[config.mk]
export PLATFORM = sky130hd
export DESIGN_NAME = seq_mul_hs_flat
export DESIGN_NICKNAME = d
export VERILOG_FILES = /design/src/rtl/seq_mul_hs_if.sv /design/src/rtl/seq_mul_hs.sv /design/src/flat_wrapper.sv
export SDC_FILE = /design/constraint.sdc
export NUM_CORES = 1
export LEC_CHECK = 0
export BUFFER_PORTS_ARGS = -buffer_cell sky130_fd_sc_hd__clkbuf_2
export CORE_MARGIN = 2
export CORE_UTILIZATION = 50
export CTS_BUF_LIST = sky130_fd_sc_hd__clkbuf_16
export CTS_CLUSTER_DIAMETER = 40
export DETAILED_ROUTE_END_ITERATION = 16
export PLACE_DENSITY = 0.69
export SLEW_MARGIN = 25
export SYNTH_ARGS = -nofsm -noshare
export SYNTH_HDL_FRONTEND = slang
export SYNTH_SLANG_ARGS = --single-unit
[constraint.sdc]
create_clock -name clk -period 9.6 [get_ports clk]
set_input_delay 2.4 -clock clk [delete_from_list [all_inputs] [get_ports clk]]
set_output_delay 2.4 -clock clk [all_outputs]
set_load 0.005 [all_outputs]
[src/rtl/seq_mul_hs_if.sv]
// Request/result handshake bundle for the iterative multiplier.
// The master side drives operands and result acceptance; the slave side is the multiplier.
interface seq_mul_hs_if #(
  parameter int WIDTH = 8
);
  logic                 en;
  logic                 rdy;
  logic [WIDTH-1:0]     a;
  logic [WIDTH-1:0]     b;
  logic                 sgn;
  logic [2*WIDTH-1:0]   out;
  logic                 ack;
  logic                 ack_rdy;
  logic                 busy;

  modport master (
    output en, a, b, sgn, ack_rdy,
    input  rdy, out, ack, busy
  );

  modport slave (
    input  en, a, b, sgn, ack_rdy,
    output rdy, out, ack, busy
  );
endinterface

[src/rtl/seq_mul_hs.sv]
// Iterative shift-add multiplier retiring STEP multiplier bits per cycle on magnitudes,
// with the sign reapplied once at the end; the result is held until the consumer takes it.
module seq_mul_hs #(
  parameter int WIDTH = 8,
  parameter int STEP  = 1
) (
  input  logic       clk,
  input  logic       rst,
  seq_mul_hs_if.slave bus
);
  localparam int N  = WIDTH / STEP;
  localparam int CW = (N > 1) ? $clog2(N) : 1;
  localparam int PW = 2 * WIDTH;

  generate
    if (!(STEP == 1 || STEP == 2 || STEP == 4) || (WIDTH % STEP) != 0) begin : g_bad_param
      $error("seq_mul_hs: STEP must be 1, 2 or 4 and divide WIDTH");
    end
  endgenerate

  typedef enum logic [1:0] {S_IDLE, S_BUSY, S_DONE} state_t;

  state_t          state_q;
  logic [PW-1:0]   mcand_q;
  logic [WIDTH-1:0] mplier_q;
  logic [PW-1:0]   acc_q;
  logic [CW-1:0]   cnt_q;
  logic            neg_q;
  logic [PW-1:0]   out_q;
  logic            ack_q;
  logic            busy_q;
  logic            rdy_q;

  logic [WIDTH-1:0] mag_a_d;
  logic [WIDTH-1:0] mag_b_d;
  logic [PW-1:0]    pp_d;
  logic [PW-1:0]    acc_d;
  logic [PW-1:0]    pp_terms [STEP];

  // -2^(W-1) negates to itself, which read unsigned is exactly its magnitude.
  assign mag_a_d = (bus.sgn && bus.a[WIDTH-1]) ? -bus.a : bus.a;
  assign mag_b_d = (bus.sgn && bus.b[WIDTH-1]) ? -bus.b : bus.b;

  genvar gi;
  generate
    for (gi = 0; gi < STEP; gi++) begin : g_pp
      assign pp_terms[gi] = mplier_q[gi] ? (mcand_q << gi) : '0;
    end
  endgenerate

  always_comb begin
    pp_d = '0;
    for (int k = 0; k < STEP; k++) begin
      pp_d = pp_d + pp_terms[k];
    end
    acc_d = acc_q + pp_d;
  end

  always_ff @(posedge clk) begin
    if (rst) begin
      state_q  <= S_IDLE;
      mcand_q  <= '0;
      mplier_q <= '0;
      acc_q    <= '0;
      cnt_q    <= '0;
      neg_q    <= 1'b0;
      out_q    <= '0;
      ack_q    <= 1'b0;
      busy_q   <= 1'b0;
      rdy_q    <= 1'b1;
    end else begin
      case (state_q)
        S_IDLE: begin
          if (bus.en) begin
            mcand_q  <= PW'(mag_a_d);
            mplier_q <= mag_b_d;
            neg_q    <= bus.sgn & (bus.a[WIDTH-1] ^ bus.b[WIDTH-1]);
            acc_q    <= '0;
            cnt_q    <= '0;
            rdy_q    <= 1'b0;
            busy_q   <= 1'b1;
            state_q  <= S_BUSY;
          end
        end
        S_BUSY: begin
          acc_q    <= acc_d;
          mcand_q  <= mcand_q << STEP;
          mplier_q <= mplier_q >> STEP;
          cnt_q    <= cnt_q + 1'b1;
          if (cnt_q == CW'(N - 1)) begin
            out_q   <= neg_q ? -acc_d : acc_d;
            ack_q   <= 1'b1;
            busy_q  <= 1'b0;
            state_q <= S_DONE;
          end
        end
        S_DONE: begin
          if (bus.ack_rdy) begin
            ack_q   <= 1'b0;
            rdy_q   <= 1'b1;
            state_q <= S_IDLE;
          end
        end
        default: state_q <= S_IDLE;
      endcase
    end
  end

  assign bus.rdy  = rdy_q;
  assign bus.ack  = ack_q;
  assign bus.busy = busy_q;
  assign bus.out  = out_q;
endmodule

[src/flat_wrapper.sv]
// flat-port wrapper written by rule: the top's interface ports become plain ports
module seq_mul_hs_flat 
#(
  parameter int WIDTH = 8,
  parameter int STEP  = 1
)
  (clk, rst, bus_en, bus_a, bus_b, bus_sgn, bus_ack_rdy, bus_rdy, bus_out, bus_ack, bus_busy);
  seq_mul_hs_if #(.WIDTH(WIDTH)) bus_i ();
  input  logic clk;
  input  logic rst;
  input wire logic [$bits(bus_i.en)-1:0] bus_en;
  input wire logic [$bits(bus_i.a)-1:0] bus_a;
  input wire logic [$bits(bus_i.b)-1:0] bus_b;
  input wire logic [$bits(bus_i.sgn)-1:0] bus_sgn;
  input wire logic [$bits(bus_i.ack_rdy)-1:0] bus_ack_rdy;
  output wire logic [$bits(bus_i.rdy)-1:0] bus_rdy;
  output wire logic [$bits(bus_i.out)-1:0] bus_out;
  output wire logic [$bits(bus_i.ack)-1:0] bus_ack;
  output wire logic [$bits(bus_i.busy)-1:0] bus_busy;
  assign bus_i.en = bus_en;
  assign bus_i.a = bus_a;
  assign bus_i.b = bus_b;
  assign bus_i.sgn = bus_sgn;
  assign bus_i.ack_rdy = bus_ack_rdy;
  assign bus_rdy = bus_i.rdy;
  assign bus_out = bus_i.out;
  assign bus_ack = bus_i.ack;
  assign bus_busy = bus_i.busy;
  seq_mul_hs #(.WIDTH(WIDTH), .STEP(STEP)) u_core (.clk(clk), .rst(rst), .bus(bus_i));
endmodule
# [Word level (Yosys, flattened, before mapping)]
# Cells that the tools add are included.
[totals] register_bits=65 in_bits=21 output_inout_bits=19 word_cells=61
[classes] addsub=5 n_eq_ne=6 muxes=25 bitwise_logic=2 reduce_logical=13
[ops] cell="16-bit 2-to-1 mux" n=4
[ops] cell="16-bit case mux with 2 select lines" n=2
[ops] cell="8-bit 2-to-1 mux" n=3
[ops] cell="16-bit adder" n=1
[ops] cell="16-bit negator" n=1
[ops] cell="8-bit negator" n=2
[ops] cell="8-bit case mux with 2 select lines" n=1
[ops] cell="3-bit AND reduction" n=4
[ops] cell="1-bit 2-to-1 mux" n=6
[ops] cell="2-bit 2-to-1 mux" n=3
[ops] cell="1-bit case mux with 2 select lines" n=3
[ops] cell="2-bit case mux with 3 select lines" n=1
[ops] cell="3-bit case mux with 2 select lines" n=1
[ops] cell="2-bit AND reduction" n=3
[ops] cell="2-bit nonzero test" n=3
[ops] cell="2-bit inequality test (second input constant)" n=2
[ops] cell="3-bit by 1-bit adder with 3-bit output (second input constant)" n=1
[ops] cell="3-bit == test (second input constant)" n=1
[ops] cell="3-bit 2-to-1 mux" n=1
[ops] cell="2-bit by 1-bit == test with 1-bit output (second input constant)" n=1
[ops] cell="2-bit == test (second input constant)" n=1
[ops] cell="1-bit logical AND" n=2
[ops] cell="2-bit zero test" n=1
[ops] cell="2-bit by 1-bit inequality test with 1-bit output (second input constant)" n=1
[ops] cell="2 further kinds" n=2

# [Longest topological paths before layout]
[depth] depth_word=4 depth_mapped=12 mapped_depth_nobuf=11

# [Worst setup path after synthesis]
# No wires, ideal clock.
[synth_timing] path_kind="input to register" start="in bus_en" end="reg u_core.acc_q[10]" setup_time_ns=0.065 arrival_time_ns=3.347 t_required_ns=9.535 path_slack_ns=6.188 stages=5 path_buffers=2 path_cell_list="o21bai_1 -> clkbuf_1 -> clkbuf_1 -> a21oi_1 -> nor2_1"
[synth_via] elab_chain_len=2
[synth_rtl] element="from (decl)" line_no="flat_wrapper.sv:11" text="input wire logic [$bits(bus_i.en)-1:0] bus_en;"
[synth_rtl] element="2-bit inequality test (no line)"
[synth_rtl] element="2-bit AND reduction (no line)"
[synth_rtl] element="to (signal assigned)" line_no="seq_mul_hs.sv:64" text="acc_q <= '0;"
[synth_rtl] element="to (signal assigned)" line_no="seq_mul_hs.sv:78" text="acc_q <= '0;"
[synth_rtl] element="to (signal assigned)" line_no="seq_mul_hs.sv:86" text="acc_q <= acc_d;"
[synth_rtl] element="to (decl)" line_no="seq_mul_hs.sv:26" text="logic [PW-1:0] acc_q;"
# No other way between the ends.
# A chain may end at the register's enable or synchronous reset.

# [Worst setup path after layout]
[layout_timing] start="reg u_core.mplier_q[0]" end="reg u_core.out_q[15] (netlist: u_core.bus.out[15])"
[layout_via] elab_chain_len=4
[layout_rtl] element="from (decl)" line_no="seq_mul_hs.sv:25" text="logic [WIDTH-1:0] mplier_q;"
[layout_rtl] element="from (signal assigned)" line_no="seq_mul_hs.sv:76" text="mplier_q <= mag_b_d;"
[layout_rtl] element="from (signal assigned)" line_no="seq_mul_hs.sv:88" text="mplier_q <= mplier_q >> STEP;"
[layout_rtl] element="16-bit 2-to-1 mux *" line_no="seq_mul_hs.sv:47" text="assign pp_terms[gi] = mplier_q[gi] ? (mcand_q << gi) : '0;"
[layout_rtl] element="16-bit adder *" line_no="seq_mul_hs.sv:56" text="acc_d = acc_q + pp_d;"
[layout_rtl] element="16-bit negator" line_no="seq_mul_hs.sv:91" text="out_q <= neg_q ? -acc_d : acc_d;"
[layout_rtl] element="16-bit 2-to-1 mux *" line_no="seq_mul_hs.sv:91"
[layout_rtl] element="to (signal assigned)" line_no="seq_mul_hs.sv:91"
[layout_rtl] element="to (decl)" line_no="seq_mul_hs.sv:29" text="logic [PW-1:0] out_q;"
# Mark *: on every way between the ends. The rest lies on a longest branch, timed or not.

==> results.sh <==
export IMPL_setup_ws_ns=5.94
export IMPL_cts_htree_levels=3
export IMPL_dpl_hpwl_mm=6.16
export IMPL_holdBufCountCts=0
export IMPL_peakVddDrop_mv=0.0790
export IMPL_synth_area_per_cell_um2=7.81
export IMPL_fin_crit_ns=3.66
export IMPL_synth_cell_type_count=53
export IMPL_post_cts_setup_buffer_count=0
export IMPL_antenna_found_initial=0
export IMPL_postPlaceCellArea_um2=4190
export IMPL_power_density_nw_per_um2=161
export IMPL_io_pins=40
export IMPL_drtPass1Iterations=5
export IMPL_drt_antenna_violating_nets=0
export IMPL_p_seq_share_pct=39.0
export IMPL_fin_crit_sh_pct=38.1
export IMPL_final_net_count=575
export IMPL_clockBufferDepth=2
export IMPL_power_internal_mw=0.557
export IMPL_wl_per_cell_um=13.6
export IMPL_rsz0062_at_grt="false"
export IMPL_max_cap_violations=0
export IMPL_syn_num_nets=548
export IMPL_synthesis_instances=506
export IMPL_crit_type="flop to flop"
export IMPL_ctsRootBufferMaster="clkbuf_16"
export IMPL_synth_top_area_share_pct=32.9
export IMPL_die_x_um=92.9
export IMPL_grt_pass1_vias=3277
export IMPL_skew_ns=0.00595
export IMPL_synth_common_cells="nor2_1 (98), dfxtp_1 (65), a21oi_1 (47), nand2_1 (31), a22oi_1 (24)"
export IMPL_cts_tree="built"
export IMPL_die_area_um2=8640
export IMPL_required_ns=9.81
export IMPL_synth_seq_cells=65
export IMPL_synthFlopType="dfxtp_1"
export IMPL_grt_first_pass_wirelength_mm=14.8
export IMPL_via_per_inst=5.59
export IMPL_synth_most_common_cell="nor2_1"
export IMPL_power_switching_mw=0.173
export IMPL_drt_wl_total_mm=8.72
export IMPL_final_layout_size_suffix_gt1_share_pct=12.5
export IMPL_p_comb_share_pct=9.3
export IMPL_hold_violations=0
export IMPL_async_flop_share_pct=0
export IMPL_nFillCells=741
export IMPL_first_iter_violations=124
export IMPL_worst_pin_slew_ns=0.920
export IMPL_drv_slew=0
export IMPL_cts_resized_gates=0
export IMPL_pre_cts_slack_ns=5.92
export IMPL_core_area_um2=7690
export IMPL_area_delta_synth_final_pct=14.7
export IMPL_grt_max_degree=67
export IMPL_synthTopCellsByArea="dfxtp_1 (33%), nor2_1 (9.3%), ha_1 (6.3%), a21oi_1 (5.9%), a22oi_1 (4.6%)"
export IMPL_drc=0
export IMPL_vias=3579
export IMPL_cp_max_fo=17
export IMPL_fin_area_um2=4540
export IMPL_setup_viol=0
export IMPL_diodes=0
export IMPL_synth_edf_count=0
export IMPL_post_route_util_pct=59.0
export IMPL_grt_use_total_pct=21.2
export IMPL_routabilityCongestion=0.870
export IMPL_synth_largest_area_cell="dfxtp_1"
export IMPL_syn_cell_area_um2=3950
export IMPL_setup_worst_path_start_class="flop"
export IMPL_cts_made_buffers=9
export IMPL_leakage_nw=1.91
export IMPL_insertion_delay_ns=0.33
export IMPL_hold_class="flop to flop"
export IMPL_grt_ovfl_total=0
export IMPL_rows=32
export IMPL_clock_sinks=65
export IMPL_synth_seq_area_share_pct=32.9
export IMPL_portBuffers=39
export IMPL_worstPathArrival_ns=3.87
export IMPL_finalPower_mw=0.731
export IMPL_start_util_pct=51.4
export IMPL_clkPwrFrac_pct=51.6
export IMPL_swShare_pct=23.7
export IMPL_cp_end_kind="flop"
export IMPL_outcome="finished clean"
export IMPL_tns_ns=0
export IMPL_max_slew_margin_rel_pct=38.7
export IMPL_fmax_mhz=273
export IMPL_clkTransAtPathRegs_ns=0.06
export IMPL_die_y_um=92.9
export IMPL_synth_warnings=0
==> cells by family (layout without fill, tap and decap cells) <==
logic type / after synthesis / after routing / share of synthesized area (%)
buf+inv: 43 / 75 / 4.65
compound gates: 144 / 144 / 25.0
simple gates: 199 / 199 / 23.0
fa+ha+maj: 21 / 21 / 6.84
mux: 2 / 2 / 0.506
flops: 65 / 65 / 32.9
xor+xnor: 32 / 32 / 7.09
==> power by group through the flow <==
stage               sequential [mW]  clock (mW)  combinational, mW
floorplan                     0.288           0             0.0515
global placement              0.291           0             0.0668
CTS                           0.285       0.384             0.0685
detailed placement            0.291           0             0.0681
finish                        0.285       0.377             0.0683
global route                  0.286       0.395             0.0771
==> final timing paths <==
path                            from                  to  slack (ns)  depth (start not counted)
setup / recovery  u_core.mplier_q[0]  u_core.bus.out[15]        5.94                         11
hold / removal     u_core.bus.out[2]   u_core.bus.out[2]        0.45                          2
setup reg to reg  u_core.mplier_q[0]  u_core.bus.out[15]        5.94                         11
hold reg to reg    u_core.bus.out[2]   u_core.bus.out[2]        0.45                          2
==> routing by layer <==
layer,vias to the layer above,global-route usage [%],part of all wire (%)
li1,1875,-,-
met1,1609,27.2,48
met2,85,35.3,46
met3,10,3.82,5.1
met4,0,7.84,1.4
met5,-,0,0
==> critical path: stages (launching register included) <==
cell,delay [ns]
dfxtp_1,0.44
and2_1,0.23
ha_1,0.23
fa_1,0.44
a21o_1,0.21
a22oi_1,0.31
a21oi_1,0.14
xnor2_1,0.40
nand4_1,0.27
or4_1,0.52
o2111ai_1,0.23
o211ai_1,0.11
==> cell usage in the layout (no fill, tap or decap), types with 3 or more instances in the layout <==
cell type / synthesis / layout
a211oi_1: 14 / 14
a21o_1: 6 / 6
a21oi_1: 47 / 47
a22oi_1: 24 / 24
a31oi_1: 4 / 4
and2_1: 18 / 18
and3_1: 5 / 5
buf_4: 0 / 3
bufinv_16: 0 / 3
clkbuf_16: 0 / 9
clkbuf_2: 0 / 39
dfxtp_1: 65 / 65
ha_1: 20 / 20
inv_1: 16 / 17
nand2_1: 31 / 31
nand2b_1: 5 / 5
nand3_1: 12 / 12
nand4_1: 3 / 3
nor2_1: 98 / 97
nor3_1: 12 / 12
nor3b_1: 3 / 3
o211ai_1: 3 / 3
o21a_1: 4 / 4
o21ai_0: 8 / 8
o22ai_1: 13 / 13
xnor2_1: 14 / 14
xor2_1: 18 / 18
==> per-stage QoR <==
step	hold slack [ns]	instances
2_1_floorplan	0.448	506
3_3_place_gp	0.437	624
3_5_place_dp	0.443	624
4_1_cts	0.450	640
5_1_grt	0.504	640
6_report	0.451	640
==> flip-flops by register name, summed over array words and instances (netlist names) <==
signal and flops:
u_core.acc_q 16, u_core.bus.ack 1, u_core.bus.busy 1, u_core.bus.out 16, u_core.bus.rdy 1, u_core.cnt_q 3, u_core.mcand_q 16, u_core.mplier_q 8
u_core.neg_q 1, u_core.state_q 2
==> cell type report <==
cell class,instances,area [um^2],area share (%)
clock buffers,9,225,4.96
clock inverters,7,119,2.62
inverters,17,63.8,1.41
multi-input cells,398,2480,54.7
flip-flops and latches,65,1300,28.7
well taps,102,128,2.81
repair buffers,42,218,4.80
No activity file was read; power rests on OpenSTA's default activity.
